## src/rtl/riscv_mem_arb_pkg.sv

```systemverilog
// Shared types, funct3 codes and alignment helper for the riscv_mem_arbiter slice.
// Optional build macro RISCV_MEM_ARB_RR_EN selects round-robin arbitration.
package riscv_mem_arb_pkg;

  typedef enum logic [1:0] {
    IDLE   = 2'd0,
    ACCESS = 2'd1,
    RESP   = 2'd2
  } state_t;

  typedef enum logic {
    OWN_I = 1'b0,
    OWN_D = 1'b1
  } owner_t;

  localparam logic [2:0] LB  = 3'b000;
  localparam logic [2:0] LH  = 3'b001;
  localparam logic [2:0] LW  = 3'b010;
  localparam logic [2:0] LBU = 3'b100;
  localparam logic [2:0] LHU = 3'b101;
  localparam logic [2:0] SB  = 3'b000;
  localparam logic [2:0] SH  = 3'b001;
  localparam logic [2:0] SW  = 3'b010;

  // Halfwords need an even address, words a 4-byte aligned one; bytes never fault.
  function automatic logic is_misaligned(input logic [2:0] funct3, input logic [1:0] addr_lo);
    logic mis;
    mis = 1'b0;
    if (funct3[1:0] == 2'b01)      mis = addr_lo[0];
    else if (funct3[1:0] == 2'b10) mis = |addr_lo;
    return mis;
  endfunction

endpackage

```

## src/rtl/riscv_mem_arb_pick.sv

```systemverilog
// Combinational winner selection between the fetch and data requesters.
// With RISCV_MEM_ARB_RR_EN defined a tie goes to the port not granted last.
module riscv_mem_arb_pick
  import riscv_mem_arb_pkg::*;
(
  input  logic   i_fetch_req,
  input  logic   i_data_req,
  input  owner_t i_last_owner,
  output logic   o_valid,
  output owner_t o_owner
);

`ifndef RISCV_MEM_ARB_RR_EN
  logic w_unused_last;
  assign w_unused_last = (i_last_owner == OWN_D);
`endif

  always_comb begin
    // NOTE: every output gets a default first so no path leaves it unassigned (no latch).
    o_valid = i_fetch_req | i_data_req;
    o_owner = OWN_I;
`ifdef RISCV_MEM_ARB_RR_EN
    if (i_fetch_req && i_data_req) begin
      o_owner = (i_last_owner == OWN_I) ? OWN_D : OWN_I;
    end else if (i_data_req) begin
      o_owner = OWN_D;
    end
`else
    if (i_data_req) begin
      o_owner = OWN_D;
    end
`endif
  end

endmodule

```

## src/rtl/riscv_mem_arbiter.sv

```systemverilog
// Two-port (fetch / load-store) arbiter and sequencer for the single-port data memory.
// Define RISCV_MEM_ARB_RR_EN for round-robin; otherwise data has fixed priority.
module riscv_mem_arbiter
  import riscv_mem_arb_pkg::*;
#(
  parameter int XLEN = 32
) (
  input  logic            clk,
  input  logic            rst,
  input  logic            i_req,
  input  logic [XLEN-1:0] i_addr,
  output logic            i_gnt,
  output logic            i_rsp_valid,
  output logic [XLEN-1:0] i_rdata,
  input  logic            d_req,
  input  logic [XLEN-1:0] d_addr,
  input  logic [XLEN-1:0] d_wdata,
  input  logic            d_we,
  input  logic [2:0]      d_funct3,
  output logic            d_gnt,
  output logic            d_rsp_valid,
  output logic [XLEN-1:0] d_rdata,
  output logic            d_rsp_err,
  output logic [XLEN-1:0] mem_addr,
  output logic [XLEN-1:0] mem_write_data,
  output logic            mem_read,
  output logic            mem_write,
  output logic [2:0]      mem_funct3,
  input  logic [XLEN-1:0] mem_read_data
);

  state_t          r_state;
  state_t          w_next_state;
  owner_t          r_owner;
  owner_t          w_pick_owner;
  owner_t          w_last_owner;
  logic            w_pick_valid;
  logic            w_accept;
  logic [XLEN-1:0] r_addr;
  logic [XLEN-1:0] r_wdata;
  logic [XLEN-1:0] r_i_rdata;
  logic [XLEN-1:0] r_d_rdata;
  logic [2:0]      r_funct3;
  logic            r_we;
  logic            r_err;

  riscv_mem_arb_pick u_pick (
    .i_fetch_req  (i_req),
    .i_data_req   (d_req),
    .i_last_owner (w_last_owner),
    .o_valid      (w_pick_valid),
    .o_owner      (w_pick_owner)
  );

  // The memory is busy for the whole ACCESS cycle, so new work is taken only outside it.
  assign w_accept = w_pick_valid && (r_state != ACCESS);

`ifdef RISCV_MEM_ARB_RR_EN
  owner_t r_last_owner;

  always_ff @(posedge clk or posedge rst) begin
    if (rst)           r_last_owner <= OWN_I;
    else if (w_accept) r_last_owner <= w_pick_owner;
  end

  assign w_last_owner = r_last_owner;
`else
  assign w_last_owner = OWN_I;
`endif

  always_ff @(posedge clk or posedge rst) begin
    // NOTE: state registers use non-blocking assignment so every flop samples pre-edge values.
    if (rst) r_state <= IDLE;
    else     r_state <= w_next_state;
  end

  always_comb begin
    w_next_state = r_state;
    case (r_state)
      IDLE:    w_next_state = w_pick_valid ? ACCESS : IDLE;
      ACCESS:  w_next_state = RESP;
      RESP:    w_next_state = w_pick_valid ? ACCESS : IDLE;
      default: w_next_state = IDLE;
    endcase
  end

  always_comb begin
    i_gnt       = w_accept && (w_pick_owner == OWN_I);
    d_gnt       = w_accept && (w_pick_owner == OWN_D);
    mem_read    = (r_state == ACCESS) && !r_we && !r_err;
    mem_write   = (r_state == ACCESS) &&  r_we && !r_err;
    i_rsp_valid = (r_state == RESP) && (r_owner == OWN_I);
    d_rsp_valid = (r_state == RESP) && (r_owner == OWN_D);
    d_rsp_err   = (r_state == RESP) && (r_owner == OWN_D) && r_err;
  end

  // Fetches are forced to a plain word load; their alignment is not policed.
  always_ff @(posedge clk or posedge rst) begin
    if (rst) begin
      r_owner  <= OWN_I;
      r_addr   <= '0;
      r_wdata  <= '0;
      r_we     <= 1'b0;
      r_funct3 <= '0;
      r_err    <= 1'b0;
    end else if (w_accept) begin
      r_owner <= w_pick_owner;
      if (w_pick_owner == OWN_D) begin
        r_addr   <= d_addr;
        r_wdata  <= d_wdata;
        r_we     <= d_we;
        r_funct3 <= d_funct3;
        r_err    <= is_misaligned(d_funct3, d_addr[1:0]);
      end else begin
        r_addr   <= i_addr;
        r_wdata  <= '0;
        r_we     <= 1'b0;
        r_funct3 <= LW;
        r_err    <= 1'b0;
      end
    end
  end

  always_ff @(posedge clk or posedge rst) begin
    if (rst) begin
      r_i_rdata <= '0;
      r_d_rdata <= '0;
    end else if (r_state == ACCESS) begin
      if (r_owner == OWN_I) r_i_rdata <= mem_read_data;
      else                  r_d_rdata <= (r_we || r_err) ? '0 : mem_read_data;
    end
  end

  assign mem_addr       = r_addr;
  assign mem_write_data = r_wdata;
  assign mem_funct3     = r_funct3;
  assign i_rdata        = r_i_rdata;
  assign d_rdata        = r_d_rdata;

endmodule

```

## config.mk

```make
export PLATFORM = sky130hd
export DESIGN_NAME = riscv_mem_arbiter
export DESIGN_NICKNAME = d
export VERILOG_FILES = /design/src/rtl/riscv_mem_arb_pkg.sv /design/src/rtl/riscv_mem_arb_pick.sv /design/src/rtl/riscv_mem_arbiter.sv
export SDC_FILE = /design/constraint.sdc
export NUM_CORES = 1
export LEC_CHECK = 0
export ABC_AREA = 1
export BUFFER_PORTS_ARGS = -buffer_cell sky130_fd_sc_hd__buf_2
export CAP_MARGIN = 30
export CORE_ASPECT_RATIO = 0.7
export CORE_MARGIN = 1.5
export CORE_UTILIZATION = 42
export CTS_BUF_LIST = sky130_fd_sc_hd__clkbuf_16
export DETAILED_ROUTE_END_ITERATION = 10
export PLACE_DENSITY = 0.89
export SLEW_MARGIN = 20
export SYNTH_ARGS = -nofsm -noshare
export SYNTH_HDL_FRONTEND = slang
export SYNTH_SLANG_ARGS = --single-unit
```

## constraint.sdc

```tcl
create_clock -name clk -period 3.6 [get_ports clk]
set_clock_uncertainty 0.1 [all_clocks]
set_input_delay 0 -clock clk [delete_from_list [all_inputs] [get_ports clk]]
set_output_delay 0 -clock clk [all_outputs]
set_load 0.05 [all_outputs]
```

# Yosys cells after proc, flatten, opt, wreduce, memory -nomap -nowiden
# Cells that the tools add are included.
# classes
n_bitwise	3
n_eq_ne	5
muxes	11
reduce_logical	18
# ops
operator	count
two-way mux 32 bit	3
logical AND 1 bit	10
two-way mux 1 bit	6
equality test 2 x 1 -> 1 bit (second input constant)	2
equality test 2 bit (second input constant)	2
one-hot mux 2 bit (2 select lines)	1
AND reduction 2 bit	2
OR reduction 2 bit	2
two-way mux 3 bit	1
zero test 1 bit	2
zero test 2 bit	1
!= test 2 x 1 -> 1 bit (second input constant)	1
inverter 1 bit	2
logical OR 1 bit	1
OR 1 bit	1
# totals
elab_cells	46
ff_bits	136

# Logic depth before layout (Yosys ltp)
# Gate-level depths: netlist (run 1).
# depth
depth_word	4
mapped_depth	7

# Modules after synthesis
# Synthesis (run 1) repeated with hierarchy kept, for this count alone.
# hier_totals
cells_unflattened	668
hier_area_um2	5560.3
# by_module_without_submodules
module	seq_area_each_um2	cells_each	area_each_um2	n_inst
riscv_mem_arbiter	3403.3	664	5541.6	1
riscv_mem_arb_pick	0.0	4	18.8	1

# Least setup slack after synthesis (run 1)
# Ideal clock, no wire load.
# synth_path
path_type	register to output
start	register r_state[0]
end	output d_rsp_err
path_stages_with_launch	4
setup_slack_ns	1.753
arrival_ns	1.747
path_cell_list	dfrtp_1 -> inv_2 -> nand2_1 -> nor3b_1
# synth_between
elab_chain_len	3
# synth_lines
item	line	source
start, declared	riscv_mem_arbiter.sv:32	state_t r_state;
start signal, assigned	riscv_mem_arbiter.sv:74	else r_state <= w_next_state;
equality test 2 bit	riscv_mem_arbiter.sv:94	d_rsp_err = (r_state == RESP) && (r_owner == OWN_D) && r_err;
logical AND 1 bit (2 in a row)	riscv_mem_arbiter.sv:94	
end, declared	riscv_mem_arbiter.sv:23	output logic d_rsp_err,
# No other way between the ends.

# Final worst setup path (run 1)
# layout_path
start	register r_state[0]
end	output i_gnt
# layout_between
elab_chain_len	3
# layout_lines
item	line	source
!= test 2 x 1 -> 1 bit	riscv_mem_arbiter.sv:56	assign w_accept = w_pick_valid && (r_state != ACCESS);
logical AND 1 bit	riscv_mem_arbiter.sv:56	
logical AND 1 bit	riscv_mem_arbiter.sv:88	i_gnt = w_accept && (w_pick_owner == OWN_I);
end, declared	riscv_mem_arbiter.sv:12	output logic i_gnt,
# No other way between the ends.

==> results.yml, run 1 <==
routing:
  drc: 0
  wl_met1_mm: 7.701
  met2WireLength_mm: 10.52
  antenna_left: 0
  wl_per_cell_um: 16.32
  vias_per_cell: 5.002
  dr.pass1.iters: 6
  via_count: 6512
  top_layer: "met4"
  dr_wl_met3_mm: 1.988
  drt_iter0_markers: 394
  routed_wl_mm: 21.26
final_layout:
  final_cells: 1302
  fin_nets: 1238
  area_delta_synth_final_pct: 61.31
  drive_above_1_share: 0.2888
  final_common_cell: "nand2_1"
  layout_common_cells: "426 x nand2_1, 273 x buf_2, 142 x dlygate4sd3_1"
  fin_area_mm2: 0.009228
placement:
  hpwl_mm: 11.45
  post_dp_cell_area_mm2: 0.007197
  port_buffers: 273
  dp.cells: 1126
  place_congestion: 0.7588
sta:
  finalCritPeriodShare: 0.6370
  report.final.slew_viol_count: 0
  relSlewSlack: 0.4398
  final.setup.tns_ps: 0
  hold_viol_final: 0
  rsz0062_at_grt: "false"
  clock.fmax_ghz: 0.4361
  setup_viol_count_final: 0
  period_needed_ps: 2293
  tightest_slew_ps: 838.3
worst_setup_path:
  crit_path_start_kind: "flip-flop"
  r2r-start: "r_state[0]$_DFF_PP0_"
  cp-end-kind: "output port"
  cp.arrival_ps: 2190
  rrSetupSlack_ps: 1310
  path_class: "reg2out"
  required_ps: 3500
  cp_max_fo: 36
  ff2ff_path_depth: 6
  r2r-end: "mem_addr[24]$_DFFE_PP0P_"
yosys:
  synth.cell_area_mm2: 0.005720
  ys_ff_latch: 136
  synth.top_cell.area_share: 0.5949
  ys_types: 20
  netlist_instances: 700
  synth_area_per_cell_um2: 8.172
  yosysTopAreaCell: "dfrtp_1"
  yosysSeqAreaShare: 0.5949
  syn_nets: 836
  synth.area.top_cells: "dfrtp_1 59%, nand2_1 28%, nand3_1 2.9%"
  yosysWarnings: 0
clocking:
  clock_sinks: 136
  clockBufferDepth: 2
  cts_setup_buffers: 0
  clk_latency_ps: 390
  cts_buffers: 17
  cts_tree: "built"
  cts_hold_buffers: 142
  cts-resized-gates: 0
  htreeDepth: 4
  cts_root_buf: "clkbuf_16"
  path_clk_slew_ps: 60
global_route:
  grt_pass1_wl_mm: 33.11
  grt_antenna_before_repair: 2
  grt_pass1_vias: 6641
  grt_max_degree: 72
  grt_overflow: 0
  grt_usage: 0.2982
floorplan:
  rows: 35
  pin_count: 274
  die_w_um: 142.5
  core_area_mm2: 0.01323
  die_h_um: 100.6
  die_area_mm2: 0.01434
  initial_core_util: 0.4325
run:
  maxCapViolations: 0
power:
  leakagePower_uw: 0.005223
  irDropWorstVdd_mv: 0.3065
  powerDensity_mw_per_mm2: 756.0
status:
  status: "finished, final reports clean"
hold_path:
  worstHoldPathType: "in2async"
## how the worst max path moves through the flow
stage | start | to
final | r_state[0]$_DFF_PP0_ | i_gnt
after global routing | r_state[0]$_DFF_PP0_ | i_gnt
after CTS | r_state[1]$_DFF_PP0_ | i_rdata[20]$_DFFE_PP0P_
after detailed placement | r_state[1]$_DFF_PP0_ | i_rdata[12]$_DFFE_PP0P_
after global placement | r_state[1]$_DFF_PP0_ | d_rdata[0]$_DFFE_PP0P_
after floorplan | r_state[0]$_DFF_PP0_ | d_rsp_err
## critical path, stage by stage (launching register included)
cell     delay (ps)
dfrtp_1         410
inv_2           120
nor2_8          100
nor2_4          670
nand2_1         130
inv_1            90
buf_2           260
## per-stage QoR
step	power [uW]	hold slack, ps	worst slack (ps)	util
floorplan	4287	9.615	1753	-
global placement	4937	-71.95	1444	0.5421
detailed placement	5003	-60.59	1342	0.5442
CTS	6917	62.07	1325	0.6972
global route	7273	100.3	1202	0.6977
finish	6977	77.69	1307	0.6977
## Yosys cell counts, drive strengths merged
master,instances
nand3,33
inv,9
buf,30
nor3b,1
nor3,2
nand2,430
nor2,12
clkbuf,8
dfrtp,136
o21ai,37
clkinv,2
## report_power, final
| part | total (uW) | internal, uW | switching, uW | leakage [uW] |
|---|---|---|---|---|
| Sequential | 2210 | 1950 | 256 | 0.00171 |
| Clock | 1770 | 1100 | 675 | 0.000301 |
| Combinational | 3000 | 697 | 2300 | 0.00321 |
## area by class of cell
class | instances | area, um2
multi-input cells | 515 | 2074
diodes | 2 | 5.005
flip-flops and latches | 136 | 3403
clock inverters | 15 | 176.4
fillers | 934 | 3998
repair buffers | 421 | 2865
clock buffers | 17 | 425.4
inverters | 11 | 46.29
well taps | 185 | 231.5
## cells by family (layout without fill, tap and decap cells)
logic type | count (synthesis) | in the layout | share of synthesized area
flip-flops | 136 | 136 | 0.5949
buffers and inverters | 49 | 464 | 0.04462
AO/OA/AOI/OAI | 37 | 37 | 0.03303
other | 0 | 2 | 0
AND/OR/NAND/NOR | 478 | 478 | 0.3274
## registers in the layout, indices dropped and copies added, names as in the netlist
signal	flops
r_err	1
mem_funct3	3
r_owner	1
r_state	2
mem_addr	32
d_rdata	32
mem_write_data	32
r_we	1
i_rdata	32
## layer usage
metal | track usage | vias to the layer above
li1 | - | 2962
met1 | 0.3360 | 3038
met2 | 0.5164 | 415
met3 | 0.07933 | 97
met4 | 0.1705 | 0
met5 | 0 | -
No activity file was read; power rests on OpenSTA's default activity.
==> run 2, diff against run 1 <==
- clock period: 3.6 -> 2.1 ns (I/O delays scaled with it)
==> run 2 against run 1 <==
Sequential share of layout area hardly changed. Via count is 1.8% higher. Flip-flop and latch count stayed put. Routed wire length is 5.0% higher. Register-to-register slack worse by 1100 ps. First-iteration DRC count is 15% higher. Die area stayed put. Clock power is 66% higher. Critical path type is now in2out. Highest routed layer unchanged.
==> results.yml, run 2 (synthesis results as in run 1) <==
status:
  status: "finished, final reports clean"
hold_path:
  holdPathStages: 4
  worstHoldPathType: "in2reg"
  worstHoldStart: "d_wdata[13]"
routing:
  wl_per_cell_um: 17.08
  dr_wl_met3_mm: 2.034
  top_layer: "met4"
  met2WireLength_mm: 11.07
  via_count: 6629
  dr.pass1.iters: 5
  wl_met1_mm: 8.219
  routed_wl_mm: 22.32
  antenna_left: 0
  drt_iter0_markers: 455
  vias_per_cell: 5.072
  drc: 0
floorplan:
  die_w_um: 142.5
  pin_count: 274
  die_area_mm2: 0.01434
  core_area_mm2: 0.01323
  rows: 35
  die_h_um: 100.6
  initial_core_util: 0.4325
power:
  clkPwrFrac: 0.245
  swShare: 0.4718
  p_comb_frac: 0.435
  p_int_uw: 6303
  leakagePower_uw: 0.005224
  p_total_uw: 11930
  switchingPower_uw: 5629
  irDropWorstVdd_mv: 0.5164
  p_seq_frac: 0.319
  powerDensity_mw_per_mm2: 1292
clocking:
  clockBufferDepth: 2
  cts_root_buf: "clkbuf_16"
  cts_buffers: 17
  clk_latency_ps: 410
  cts_tree: "built"
  path_clk_slew_ps: 60
  clock_sinks: 136
  htreeDepth: 4
sta:
  relSlewSlack: 0.4454
  hold_viol_final: 0
  final.setup.tns_ps: 0
  period_needed_ps: 2053
  tightest_slew_ps: 828.7
  report.final.slew_viol_count: 0
  finalCritPeriodShare: 0.9776
  fin_ws_ps: 47.12
  rsz0062_at_grt: "true"
  clock.fmax_ghz: 0.4871
  setup_viol_count_final: 0
final_layout:
  area_delta_synth_final_pct: 61.48
  num-fill-cells: 879
  fin_nets: 1244
  layout_common_cells: "427 x nand2_1, 273 x buf_2, 139 x dlygate4sd3_1"
  drive_above_1_share: 0.2953
  fin_util: 0.6985
  final_common_cell: "nand2_1"
worst_setup_path:
  cp_num_cells: 8
  r2r-start: "r_state[1]$_DFF_PP0_"
  rrSetupSlack_ps: 210
  cp.arrival_ps: 1950
  path_buf_inv: 5
  crit_path_start_kind: "input pin"
  r2r-end: "mem_funct3[0]$_DFFE_PP0P_"
  crit_path_top_delay_cell: "dlygate4sd3_1"
  critPathMaxStageDelay_ps: 580
  cp-end-kind: "output port"
  startpoint: "d_req"
  crit_top_cell: "buf_2"
  path_class: "in2out"
  ff2ff_path_depth: 6
  required_ps: 2000
  cp_top_family: "buffers and inverters"
  cp_max_fo: 31
  critPathCapture: "i_gnt"
  cp_cell_sequence: "dlygate4sd3_1, buf_2, buf_6, nor2_1, nor2_4, nand2_1, inv_1, buf_2"
placement:
  place_congestion: 0.7991
  port_buffers: 273
  pre_cts_ws_ps: 481.8
  hpwl_mm: 11.41
run:
  maxCapViolations: 0
global_route:
  grt_max_degree: 137
  grt_antenna_before_repair: 1
  grt_overflow: 0
  grt_pass1_vias: 6713
  grt_usage: 0.3156
  grt_pass1_wl_mm: 34.69
[run 2: repair_timing]
item / 4_1_cts / 5_1_grt
hold buffers: 139 / 0
hold endpoints to repair: 271 / 0
resized for setup: 0 / 3
endpoints found under the setup margin: 0 / 24
buffers inserted: 0 / 3
[run 2: how the worst min path moves through the flow]
stage | end | slack [ps]
detailed placement | mem_write_data[30]$_DFFE_PP0P_ | 100
global route | mem_write_data[15]$_DFFE_PP0P_ | 240
CTS | mem_write_data[27]$_DFFE_PP0P_ | 200
floorplan | mem_funct3[2]$_DFFE_PP0P_ | 10
finish | mem_write_data[13]$_DFFE_PP0P_ | 220
global placement | mem_write_data[25]$_DFFE_PP0P_ | 90
[run 2: tightest hold or removal path: stages]
cell and delay, ps:
dlygate4sd3_1 510, buf_2 90, nand2_1 40, nand2_1 40
[run 2: power by group through the flow]
stage / clock network [uW] / logic (uW) / registers, uW
2_1_floorplan: 0 / 1050 / 6300
3_3_place_gp: 0 / 4760 / 3760
3_5_place_dp: 0 / 4830 / 3780
4_1_cts: 2960 / 5060 / 3750
5_1_grt: 3080 / 5470 / 3880
6_report: 2930 / 5200 / 3810
[run 2: metal layers]
layer	vias up	track usage
met5	-	0
met4	0	0.1737
met3	95	0.08076
met2	459	0.5504
met1	3093	0.3574
li1	2982	-
[run 2: final cells by class]
| cell class | instances | area, um2 | area share |
|---|---|---|---|
| Clock buffer | 17 | 425.4 | 0.04605 |
| Sequential cell | 136 | 3403 | 0.3684 |
| Antenna cell | 1 | 2.502 | 0.0002709 |
| Timing Repair Buffer | 427 | 2899 | 0.3138 |
| Clock inverter | 15 | 152.6 | 0.01652 |
| Multi-Input combinational cell | 515 | 2072 | 0.2243 |
| Inverter | 11 | 51.30 | 0.005553 |
| Tap cell | 185 | 231.5 | 0.02506 |
[run 2: metrics by stage]
| step | cell area [um2] | instances | hold slack, ps |
|---|---|---|---|
| after CTS | 9204 | 1303 | 199.5 |
| after global routing | 9238 | 1307 | 238.2 |
| after global placement | 7234 | 1132 | 93.66 |
| after floorplan | 5724 | 700 | 9.615 |
| final | 9238 | 1307 | 224.9 |
| after detailed placement | 7234 | 1132 | 98.18 |
==> run 3, diff against run 2 <==
- ABC_AREA: 1 -> unset
- CORE_UTILIZATION: 42 -> 41
- PLACE_DENSITY: 0.89 -> 0.88
==> run 3 against run 2 <==
The flow now finishes with violations (design-rule violations). Synthesized cell count is 49% lower. Worst hold slack worse by 220 ps. Register-to-register slack better by 70 ps. Critical path type is now reg2out. Flip-flop and latch count stayed put. Combinational power is 1% lower. Critical path depth is 3 lower. Largest power group unchanged. Via count is 25% lower. Largest cell class unchanged. Die area is 4.1% lower.
==> results.yml, run 3 <==
final_layout:
  final-seq-area_mm2: 0.003403
  layout_common_cells: "271 x buf_2, 136 x dfrtp_1, 121 x dlygate4sd3_1"
  fin_area_mm2: 0.008668
  drive_above_1_share: 0.4659
  final_cells: 926
  num-fill-cells: 834
  multi_input_area_mm2: 0.001729
  final_common_cell: "buf_2"
  fin_nets: 885
  area_delta_synth_final_pct: 61.98
floorplan:
  die_area_mm2: 0.01376
  die_w_um: 139.6
  core_area_mm2: 0.01259
  pin_count: 274
  initial_core_util: 0.4250
  die_h_um: 98.59
  rows: 34
worst_setup_path:
  r2r-end: "d_rdata[9]$_DFFE_PP0P_"
  rrSetupSlack_ps: 280
  startpoint: "r_state[1]$_DFF_PP0_"
  critPathCapture: "d_gnt"
  path_class: "reg2out"
  cp_max_fo: 66
  required_ps: 2000
  cp-end-kind: "output port"
  r2r-start: "r_state[1]$_DFF_PP0_"
  ff2ff_path_depth: 5
  crit_path_start_kind: "flip-flop"
  cp.arrival_ps: 1900
sta:
  final.setup.tns_ps: 0
  period_needed_ps: 2004
  tightest_slew_ps: 798.3
  fin_ws_ps: 95.81
  relSlewSlack: 0.4677
  finalCritPeriodShare: 0.9544
  hold_viol_final: 0
  clock.fmax_ghz: 0.4990
  setup_viol_count_final: 0
  report.final.slew_viol_count: 0
  rsz0062_at_grt: "false"
  timing.hold.ws_ps: 7.906
hold_path:
  worstHoldPathType: "in2reg"
routing:
  drc: 17
  drt_iter0_markers: 275
  vias_per_cell: 5.355
  via_count: 4959
  antenna_left: 0
  dr.pass1.iters: 8
  routed_wl_mm: 17.59
  wl_per_cell_um: 19.00
yosys:
  synth.cell_area_mm2: 0.005351
  synth.most_common_cell: "dfrtp_1"
  synthArstFlopShare: 1.000
  synth_xor_area_frac: 0.001637
  synth.top_cell.area_share: 0.6360
  synth.area.top_cells: "dfrtp_1 64%, a22o_1 11%, mux2_2 6.3%"
  netlist_instances: 357
  yosysSeqAreaShare: 0.6360
  ys_types: 28
  synth-simple-area-share: 0.07342
  syn_nets: 493
  ys_ff_latch: 136
  synthAdderAreaFrac: 0
  synth.area.mux_share: 0.06734
  synth_ff_type: "dfrtp_1"
  synth_area_per_cell_um2: 14.99
  synth_edf_count: 0
  synth_compound_area_frac: 0.1782
  synth_common_cells: "136 x dfrtp_1, 67 x a22o_1, 32 x a221o_1, 32 x nor4b_1, 30 x mux2_2"
  yosysWarnings: 0
  synth_top_family_by_area: "compound AO/OA/AOI/OAI gates"
  yosysTopAreaCell: "dfrtp_1"
placement:
  dp.cells: 766
  place_congestion: 0.8384
  pre_cts_ws_ps: 331.5
  post_dp_cell_area_mm2: 0.006824
  port_buffers: 273
  hpwl_mm: 10.10
global_route:
  grt_antenna_before_repair: 2
  grt_pass1_wl_mm: 27.03
  grt_usage: 0.2499
  grt_overflow: 0
  grt_max_degree: 137
  grt_pass1_vias: 5137
clocking:
  cts_buffers: 17
  htreeDepth: 4
  clockBufferDepth: 2
  clk_latency_ps: 400
  cts_root_buf: "clkbuf_16"
  cts_tree: "built"
  clock_sinks: 136
  path_clk_slew_ps: 60
power:
  irDropWorstVdd_mv: 0.9763
  powerDensity_mw_per_mm2: 1361
  leakagePower_uw: 0.004275
run:
  maxCapViolations: 0
status:
  violations: "design-rule violations"
  status: "finished with violations"
## run 3: cell types whose count changed in the layout (fill, tap and decap cells not counted), moves of 7 or more
cell	before	now
nor2_1	9	2
nor4b_1	0	32
nand2_1	427	1
o21ai_1	32	0
dlygate4sd3_1	139	121
mux2_2	0	30
a22o_1	0	67
a221o_1	0	32
nand3_1	33	0
## run 3: how the worst min path moves through the flow
stage	from	endpoint	slack (ps)	cells after the start
floorplan	mem_read_data[22]	d_rdata[22]$_DFFE_PP0P_	30	1
global placement	d_wdata[27]	mem_write_data[27]$_DFFE_PP0P_	120	2
detailed placement	d_wdata[9]	mem_write_data[9]$_DFFE_PP0P_	120	2
CTS	i_addr[16]	mem_addr[16]$_DFFE_PP0P_	0.005	3
global route	i_addr[22]	mem_addr[22]$_DFFE_PP0P_	7	3
finish	i_addr[16]	mem_addr[16]$_DFFE_PP0P_	8	3
## run 3: what timing repair did
item,4_1_cts,5_1_grt
buffers inserted,0,3
setup endpoints to repair,0,1
hold endpoints to repair,269,0
resized for setup,0,2
hold buffers,121,0
## run 3: kinds of logic (layout without fill, tap and decap cells)
logic type      count (synthesis)  count (layout)
buf+inv                        38             442
flops                         136             136
compound gates                104             105
mux                            32              32
xor+xnor                        1               1
other cells                     0               2
simple gates                   46              46
## run 3: critical path: stages (launching register included)
cell and delay, ps:
dfrtp_1 410, nand2b_4 250, nand2_2 100, inv_2 130, buf_12 280, clkbuf_4 310
## run 3: through the flow
| step | power, uW | util |
|---|---|---|
| 2_1_floorplan | 7499 | - |
| 6_report | 11800 | 0.6884 |
| 3_3_place_gp | 8595 | 0.5419 |
| 4_1_cts | 11790 | 0.6831 |
| 3_5_place_dp | 8743 | 0.5419 |
| 5_1_grt | 12250 | 0.6884 |
## run 3: cell type report
class,instances,area share
Antenna cell,2,0.0005774
Clock buffer,17,0.04908
Clock inverter,15,0.01631
Inverter,4,0.002454
Multi-Input combinational cell,184,0.1995
Sequential cell,136,0.3926
Tap cell,162,0.02338
Timing Repair Buffer,406,0.3161
## run 3: per-layer routing
layer | vias to the layer above | track usage | share of wire
li1 | 2194 | - | -
met1 | 2435 | 0.2871 | 0.39
met2 | 289 | 0.4478 | 0.51
met3 | 41 | 0.05345 | 0.063
met4 | 0 | 0.1223 | 0.031
met5 | - | 0 | 0
## run 3: report_power, final
part | total (uW) | internal [uW] | switching, uW
clock network | 2820 | 1650 | 1170
registers | 3840 | 3380 | 462
logic | 5140 | 1430 | 3710
